[src/rtl/xm23_alu.sv]
// xm23_alu: registered arithmetic/logic unit for the XM23 datapath.
// Computes one of 17 operations on d_bus/s_bus each enabled cycle and
// registers the result together with an updated PSW (C, Z, N, V merged
// into the incoming PSW, all other bits passed through).

module xm23_alu (
    input  logic        Clock,
    input  logic        rst_n,
    input  logic [15:0] d_bus,
    input  logic [15:0] s_bus,
    input  logic [5:0]  alu_op,
    input  logic [15:0] psw_in,
    input  logic        alu_E,
    input  logic        psw_update,
    output logic [15:0] alu_out,
    output logic [15:0] psw_out
);

    // Operation codes carried in alu_op[4:0]; 17..31 behave as NOP.
    typedef enum logic [4:0] {
        OP_ADD  = 5'd0,
        OP_ADDC = 5'd1,
        OP_SUB  = 5'd2,
        OP_SUBC = 5'd3,
        OP_DADD = 5'd4,
        OP_CMP  = 5'd5,
        OP_XOR  = 5'd6,
        OP_AND  = 5'd7,
        OP_OR   = 5'd8,
        OP_BIT  = 5'd9,
        OP_BIC  = 5'd10,
        OP_BIS  = 5'd11,
        OP_MOV  = 5'd12,
        OP_SRA  = 5'd13,
        OP_RRC  = 5'd14,
        OP_SWPB = 5'd15,
        OP_SXT  = 5'd16
    } op_t;

    localparam logic [15:0] PSW_RESET = 16'h60E0;

    op_t         op_code;
    logic        byte_mode;
    logic        carry_flag;

    logic [15:0] b_term;
    logic        add_cin;
    logic [16:0] sum_word;
    logic [8:0]  sum_byte;

    logic [15:0] bcd_sum;
    logic        bcd_c8;
    logic        bcd_c16;
    logic        bcd_carry;
    logic [4:0]  nib_sum;

    logic [15:0] logic_val;
    logic [15:0] flag_val;
    logic [15:0] result;
    logic        op_c;
    logic        op_v;
    logic        set_c;
    logic        set_nzv;
    logic        flag_n;
    logic        flag_z;
    logic [15:0] psw_next;

    assign op_code    = op_t'(alu_op[4:0]);
    assign byte_mode  = alu_op[5] && (alu_op[4:0] <= 5'd14);
    assign carry_flag = psw_in[0];

    // Select the adder's second operand and carry-in for the add/subtract family.
    always_comb begin
        b_term  = s_bus;
        add_cin = 1'b0;
        case (op_code)
            OP_ADDC: add_cin = carry_flag;
            OP_SUB, OP_CMP: begin
                b_term  = ~s_bus;
                add_cin = 1'b1;
            end
            OP_SUBC: begin
                b_term  = ~s_bus;
                add_cin = carry_flag;
            end
            default: ;
        endcase
    end

    assign sum_word = {1'b0, d_bus} + {1'b0, b_term} + {16'd0, add_cin};
    assign sum_byte = {1'b0, d_bus[7:0]} + {1'b0, b_term[7:0]} + {8'd0, add_cin};

    // Nibble-serial BCD adder; the carry out of nibble 1 serves byte mode.
    always_comb begin
        bcd_carry = carry_flag;
        bcd_sum   = '0;
        bcd_c8    = 1'b0;
        nib_sum   = '0;
        for (int i = 0; i < 4; i++) begin
            nib_sum = {1'b0, d_bus[4*i +: 4]} + {1'b0, s_bus[4*i +: 4]} + {4'd0, bcd_carry};
            if (nib_sum > 5'd9) begin
                nib_sum   = nib_sum + 5'd6;
                bcd_carry = 1'b1;
            end else begin
                bcd_carry = 1'b0;
            end
            bcd_sum[4*i +: 4] = nib_sum[3:0];
            if (i == 1) begin
                bcd_c8 = bcd_carry;
            end
        end
        bcd_c16 = bcd_carry;
    end

    // Bitwise operations on the full word; byte mode later keeps d_bus[15:8].
    always_comb begin
        case (op_code)
            OP_XOR:         logic_val = d_bus ^ s_bus;
            OP_AND, OP_BIT: logic_val = d_bus & s_bus;
            OP_OR,  OP_BIS: logic_val = d_bus | s_bus;
            OP_BIC:         logic_val = d_bus & ~s_bus;
            default:        logic_val = d_bus;
        endcase
    end

    // Per-operation result, the value flags are derived from, and which flags change.
    always_comb begin
        result   = d_bus;
        flag_val = d_bus;
        op_c     = carry_flag;
        op_v     = 1'b0;
        set_c    = 1'b0;
        set_nzv  = 1'b0;
        case (op_code)
            OP_ADD, OP_ADDC, OP_SUB, OP_SUBC, OP_CMP: begin
                if (byte_mode) begin
                    flag_val = {d_bus[15:8], sum_byte[7:0]};
                    op_c     = sum_byte[8];
                    op_v     = (d_bus[7] == b_term[7]) && (sum_byte[7] != d_bus[7]);
                end else begin
                    flag_val = sum_word[15:0];
                    op_c     = sum_word[16];
                    op_v     = (d_bus[15] == b_term[15]) && (sum_word[15] != d_bus[15]);
                end
                set_c   = 1'b1;
                set_nzv = 1'b1;
                result  = (op_code == OP_CMP) ? d_bus : flag_val;
            end
            OP_DADD: begin
                if (byte_mode) begin
                    flag_val = {d_bus[15:8], bcd_sum[7:0]};
                    op_c     = bcd_c8;
                end else begin
                    flag_val = bcd_sum;
                    op_c     = bcd_c16;
                end
                set_c   = 1'b1;
                set_nzv = 1'b1;
                result  = flag_val;
            end
            OP_XOR, OP_AND, OP_OR, OP_BIT, OP_BIC, OP_BIS: begin
                flag_val = byte_mode ? {d_bus[15:8], logic_val[7:0]} : logic_val;
                set_nzv  = 1'b1;
                result   = (op_code == OP_BIT) ? d_bus : flag_val;
            end
            OP_MOV: begin
                result = byte_mode ? {d_bus[15:8], s_bus[7:0]} : s_bus;
            end
            OP_SRA: begin
                flag_val = byte_mode ? {d_bus[15:8], d_bus[7], d_bus[7:1]}
                                     : {d_bus[15], d_bus[15:1]};
                op_c     = d_bus[0];
                set_c    = 1'b1;
                set_nzv  = 1'b1;
                result   = flag_val;
            end
            OP_RRC: begin
                flag_val = byte_mode ? {d_bus[15:8], carry_flag, d_bus[7:1]}
                                     : {carry_flag, d_bus[15:1]};
                op_c     = d_bus[0];
                set_c    = 1'b1;
                set_nzv  = 1'b1;
                result   = flag_val;
            end
            OP_SWPB: begin
                result = {d_bus[7:0], d_bus[15:8]};
            end
            OP_SXT: begin
                flag_val = {{8{d_bus[7]}}, d_bus[7:0]};
                set_nzv  = 1'b1;
                result   = flag_val;
            end
            default: ;
        endcase
    end

    assign flag_n = byte_mode ? flag_val[7] : flag_val[15];
    assign flag_z = byte_mode ? (flag_val[7:0] == 8'h00) : (flag_val == 16'h0000);

    // Merge the changed flags into the incoming PSW only when an update is requested.
    always_comb begin
        psw_next = psw_in;
        if (psw_update) begin
            if (set_nzv) begin
                psw_next[1] = flag_z;
                psw_next[2] = flag_n;
                psw_next[4] = op_v;
            end
            if (set_c) begin
                psw_next[0] = op_c;
            end
        end
    end

    // Output registers: reset wins over enable, disabled cycles hold.
    always_ff @(posedge Clock) begin
        if (!rst_n) begin
            alu_out <= 16'h0000;
            psw_out <= PSW_RESET;
        end else if (alu_E) begin
            alu_out <= result;
            psw_out <= psw_next;
        end
    end

endmodule

[config.mk]
export PLATFORM = sky130hd
export DESIGN_NAME = xm23_alu
export DESIGN_NICKNAME = d
export VERILOG_FILES = /design/src/rtl/xm23_alu.sv
export SDC_FILE = /design/constraint.sdc
export NUM_CORES = 1
export LEC_CHECK = 0
export BUFFER_PORTS_ARGS = -buffer_cell sky130_fd_sc_hd__clkbuf_2
export CORE_ASPECT_RATIO = 2
export CORE_UTILIZATION = 40
export CTS_CLUSTER_DIAMETER = 30
export DETAILED_ROUTE_END_ITERATION = 12
export GPL_TIMING_DRIVEN = 0
export PLACE_DENSITY_LB_ADDON = 0.1
export SLEW_MARGIN = 10
export SYNTH_ARGS = -nofsm -noshare
export SYNTH_HDL_FRONTEND = slang
export SYNTH_SLANG_ARGS = --single-unit
[constraint.sdc]
create_clock -name Clock -period 22 [get_ports Clock]
set_input_delay 3.3 -clock Clock [delete_from_list [all_inputs] [get_ports Clock]]
set_output_delay 3.3 -clock Clock [all_outputs]
set_load 0.01 [all_outputs]
Word-level counts from Yosys, hierarchy flattened. Index checks and enable logic that the tools add are counted. Widths: inputs -> output; s select.

Bits in registers: 32. Bits of input ports: 58. Output and inout port bits: 32.

Add/sub/neg operators: 16. $lt $le $gt $ge: 5. Equal/unequal tests: 20. Muxes and demuxes: 35. Bitwise gates (word level): 5. Reductions and logical operators: 16.

Operators by type and width (count): $mux 16 (8); $pmux 16 s8 (1); $pmux 16 s6 (1); $pmux 16 s4 (1); $eq 5x4->1 const B (8); $and 16x16->16 (2); $add 4x4->5 (4); $add 5x1->5 (4); $eq 5x3->1 const B (4); $gt 5x4->1 const B (4); $add 16x16->17 (1); $add 17x1->17 (1); $add 4x3->4 const B (4); $logic_not 16->1 (1); $mux 4 (4); $not 16->16 (1); $or 16x16->16 (1); $xor 16x16->16 (1); $mux 1 (15); $mux 15 (1); $reduce_or 15->1 (1); $eq 5x2->1 const B (2); $reduce_or 2->1 (5); $add 8x8->9 (1); other kinds (17) (21).

Logic depth before layout (Yosys ltp).
Depth in word-level cells: 19. Mapped depth: 33.

Worst setup path before layout. Ideal clock, no wire load.

Kind: in2reg. Start point: input port d_bus[0]. End point: register psw_out[1]. Arrival: 9.915 ns. Slack: 11.997 ns. Stages: 31. Buffers on the path: 0. Path through: fa_1 > fa_1 > xnor2_1 > and2_1 > inv_1 > a21boi_0 > fa_1 > inv_1 > fa_1 > xnor2_1 > ha_1 > a22o_1 > nand3b_1 > nand2_1 > fa_1 > fa_1 > xnor2_1 > and2_4 > o31ai_4 > inv_1 > fa_1 > inv_1 > fa_1 > inv_1 > and2_1 > nor2_1 > mux2_2 > a211o_1 > nor3_1 > a41oi_1 > nor4_2.

Cells in the longest elaborated chain, start to end: 19. Elaborated cells between the ends (all ways): 38. Those cells by class: 13 x add/sub; 4 x order compare; 15 x mux; 4 x bitwise; 2 x reduce/logical.

Ends and longest elaborated chain: from (decl) (line 9) `input logic [15:0] d_bus,`; $add 4x4->5 (line 100) `nib_sum = {1'b0, d_bus[4*i +: 4]} + {1'b0, s_bus[4*i +: 4]} + {4'd0, bcd_carry};`; $add 5x1->5 (line 100); $gt 5x4->1 (line 101) `if (nib_sum > 5'd9) begin`; $mux 1 (line 101); $add 5x1->5 (line 100); $gt 5x4->1 (line 101); $mux 1 (line 101); $add 5x1->5 (line 100); [3 not listed]; $add 4x3->4 / $gt 5x4->1 (equally long branches) (line 102, 101); $mux 4 (line 101); $mux 16 (line 150) `if (byte_mode) begin`; $pmux 16 s6 * (line 134) `case (op_code)`; $logic_not 16->1 (line 198) `assign flag_z = byte_mode ? (flag_val[7:0] == 8'h00) : (flag_val == 16'h0000);`; $mux 1 * (line 198); $mux 2 * (line 204) `if (set_nzv) begin`; $mux 3 * (line 203) `if (psw_update) begin`; to (signal assigned) (line 222) `psw_out <= psw_next;`; to (decl) (line 16) `output logic [15:0] psw_out`.

Mark *: on every way between the ends. The rest lies on a longest branch, timed or not. A chain may end at the register's enable or synchronous reset.

Worst setup path in the final report.
Start point: input port d_bus[0]. End point: register psw_out[2].

Cells in the longest elaborated chain, start to end: 18. Elaborated cells between the ends (all ways): 26. Those cells by class: 11 x add/sub; 4 x order compare; 11 x mux.

Ends and longest elaborated chain: $add 4x4->5 (line 100); $add 5x1->5 (line 100); $gt 5x4->1 (line 101); $mux 1 (line 101); $add 5x1->5 (line 100); $gt 5x4->1 (line 101); $mux 1 (line 101); $add 5x1->5 (line 100); [2 not listed]; $add 5x1->5 (line 100); $add 4x3->4 / $gt 5x4->1 (equally long branches) (line 102, 101); $mux 4 (line 101); $mux 16 (line 150); $pmux 16 s6 * (line 134); $mux 1 * (line 197) `assign flag_n = byte_mode ? flag_val[7] : flag_val[15];`; $mux 2 * (line 204); $mux 3 * (line 203).

Marked as above.

==> run metrics <==
Tcrit/Tclk final about half; Final Wtd Congestion between 1 and 1.5; routed via count 7,098; core area 14,400 sq um; CP Depth 31; delay-heaviest family, CP adder cells; proportion of power drawn by combinational gates 57.3%; XOR/XNOR share of the synthesized area ~5.4%; outcome finished, final reports clean; top_reg_cell synth dfxtp_1; clock buffer count from CTS 5; Routed WL 28,400 microns; TritonCTS Sinks 32; setup TNS 0 ps; Achievable Freq 90.7 MHz; Post-CTS Setup Bufs 0; slew margin rel. 19.7%; share of layout cells above drive strength 1 16.1%; Post-Synth Adder-Cell Area 13.5%; antenna-violating nets left 0; DP Worst Slack ~11,000 ps; Slowest cell on crit path fa_1; post-synthesis instance total 800; vias in the first global route 7,205; hold path cells 2; Worst Path Required about 22,000 ps; Slew Viols, Final 0; fin util 46.6%; Yosys cell types 91; Power Density roughly 50 nW/um^2; CTS resizes 0; fraction of synthesized area in multiplexers 3.65%; Area Overhead vs Synth 14.2%; die outline width 87.6 microns; max cap viols 0; Worst R2R Start psw_out[4]; I/O Buffers 86; antenna cells 0; worst reg-to-reg path cell count 3; Post-Synth Simple-Gate Area 22.7%; Clock power frac a little under a quarter; first-pass GRT wire length 42,100 microns; Post-Syn Area 5860 sq um; Final Setup Violations 0; worst hold path class reg -> reg; Placement Rows 62; Most Frequent Cell on Critical Path fa_1; Yosys warnings 0; die height 173 microns; largest net degree at the start of global routing 11; antenna violations before repair 0; syn nets 915; Final nets 1,008; Synth Area in Compound Gates 37.1%; clock skew 0 ps; Min Hold Slack 467 ps; P_sw 149 uW; Buf/Inv on CP 6; worst setup path end psw_out[2]; Post-synth EDFFs 0; Starting Density 40.8%; Crit path largest cell delay 510 ps; r2r setup slk 20,980 ps; clock transition at the registers of the reported paths 50 ps; Max FO, Critical Path 8; RSZ-0062 raised after global routing false; dpl hpwl 23,200 microns; Startpoint Class input pin; sw frac 44.6%; number of synthesized register bits 32; Leak 0.00287 uW; CTS tree yes; TritonRoute pass-1 iters 5; via/cell ratio 6.54; crit path DAT 11,150 ps; critical path capture point type register; Root Buffer clkbuf_16; Internal 185 uW; Remaining Overflow, GRT 0; main combinational cell family by area after synthesis compound AO/OA/AOI/OAI gates; Critical Path Source d_bus[0]; H-tree levels 2; IO Pins 90; Final min period 11,020 ps; Reg power frac between 10% and 20%; wire per inst between 20 and 30 microns; Slew @ Worst Pin 1200 ps; Clock Path Buffers 2; post-synthesis sequential area ratio between 10% and 20%; Starting DRT DRC Count 473; RR Endpoint psw_out[4]; CTS Hold Bufs 0; Mapped Avg Cell Area 7.32 sq um; Global Route Usage Sum 37.8%; drt drc 0; Clk Latency, worst-skew pair 270 ps; die area 15,200 sq um; Final Hold Viols 0; CP Class in -> reg; min setup slack post-route 10,980 ps; Post-synth ARST share 0%; worst vdd ir 32.9 uV
==> worst register-to-register path, stage by stage, from the launching register on <==
cell	delay (ps)
dfxtp_1	340
o21ai_0	100
or3_1	380
o21ai_0	130
==> power by group through the flow <==
| stage | registers, uW | clock network [uW] | logic (uW) |
|---|---|---|---|
| finish | 64.8 | 77.8 | 191 |
| global route | 65.3 | 81.4 | 203 |
| CTS | 64.8 | 78.1 | 188 |
| detailed placement | 66.0 | 0 | 187 |
| global placement | 65.7 | 0 | 182 |
| floorplan | 67.7 | 0 | 117 |
==> metrics by stage <==
| stage | power [uW] | instance area [sq um] | cells |
|---|---|---|---|
| global route | 350 | 6690 | 1086 |
| detailed placement | 253 | 6530 | 1078 |
| floorplan | 185 | 5860 | 800 |
| global placement | 248 | 6530 | 1078 |
| finish | 334 | 6690 | 1086 |
| CTS | 331 | 6690 | 1086 |
==> flip-flops by register name, summed over array words and instances, names as in the netlist <==
name and flops:
psw_out 16, alu_out 16
==> cells by family (layout without fill, tap and decap cells) <==
kind of cell / after synthesis / count (layout)
AOI/OAI and AO/OA: 295 / 295
and+or+nand+nor: 265 / 265
buffers and inverters: 94 / 188
adders and majority gates: 57 / 57
xor gates and xnor gates: 36 / 36
DFF: 32 / 32
muxes: 21 / 21
==> cell usage after synthesis (all sizes together) (4+ instances only) <==
cell type	number	area (sq um)
nand3b	7	52.6
a22o	4	35.0
a211oi	12	95.1
a21oi	52	272
a221oi	15	138
clkbuf	30	113
or3	9	56.3
o32ai	5	43.8
nand4	4	25.0
and2	5	33.8
fa	10	200
o21ai	50	254
nor2	70	265
nor3b	4	35.0
a22oi	15	113
o21a	22	165
nor2b	15	93.8
a41oi	8	70.1
ha	47	588
a21o	16	120
a211o	6	52.6
xor2	5	43.8
o31a	4	35.0
a31oi	12	96.3
mux2i	18	180
nand2	82	310
o211ai	7	52.6
dfxtp	32	641
a21boi	7	52.6
nand3	11	60.1
a221o	11	110
buf	21	125
o31ai	7	66.3
o221ai	12	105
nor4	7	56.3
nand2b	17	119
nor3	18	90.1
xnor2	31	272
inv	43	161
==> how the worst min path moves through the flow <==
stage	from	endpoint	slack [ps]
2_1_floorplan	alu_out[8]	alu_out[8]	490
3_3_place_gp	psw_out[5]	psw_out[5]	460
3_5_place_dp	psw_out[14]	psw_out[14]	460
4_1_cts	psw_out[14]	psw_out[14]	470
5_1_grt	psw_out[14]	psw_out[14]	490
6_report	psw_out[14]	psw_out[14]	470
==> layer usage <==
metal / global-route usage (%) / share of wire, %
met5: 0 / 0
met2: 69.4 / 53
met4: 30.1 / 9.6
met1: 37.0 / 32
met3: 3.34 / 5.4
==> final cells by class <==
type / instances / area, sq um
plain buffers: 51 / 238
multi-input cells: 674 / 4820
clock buffers: 6 / 129
inverters: 43 / 161
well taps: 192 / 240
fillers: 1547 / 7660
flip-flops and latches: 32 / 641
clock inverters: 2 / 35.0
repair buffers: 86 / 430
==> placed cells by master (no fill, tap or decap), drive strengths merged, types with 5 or more instances in the layout <==
master and n:
a211o 6, a211oi 12, a21boi 7, a21o 16, a21oi 52, a221o 11, a221oi 15, a22oi 15
a31oi 12, a41oi 8, and2 5, buf 21, clkbuf 122, dfxtp 32, fa 10, ha 47
inv 43, mux2i 18, nand2 82, nand2b 17, nand3 11, nand3b 7, nor2 70, nor2b 15
nor3 18, nor4 7, o211ai 7, o21a 22, o21ai 50, o221ai 12, o31ai 7, o32ai 5
or3 9, xnor2 31, xor2 5
(Power assumes the default switching activity.)
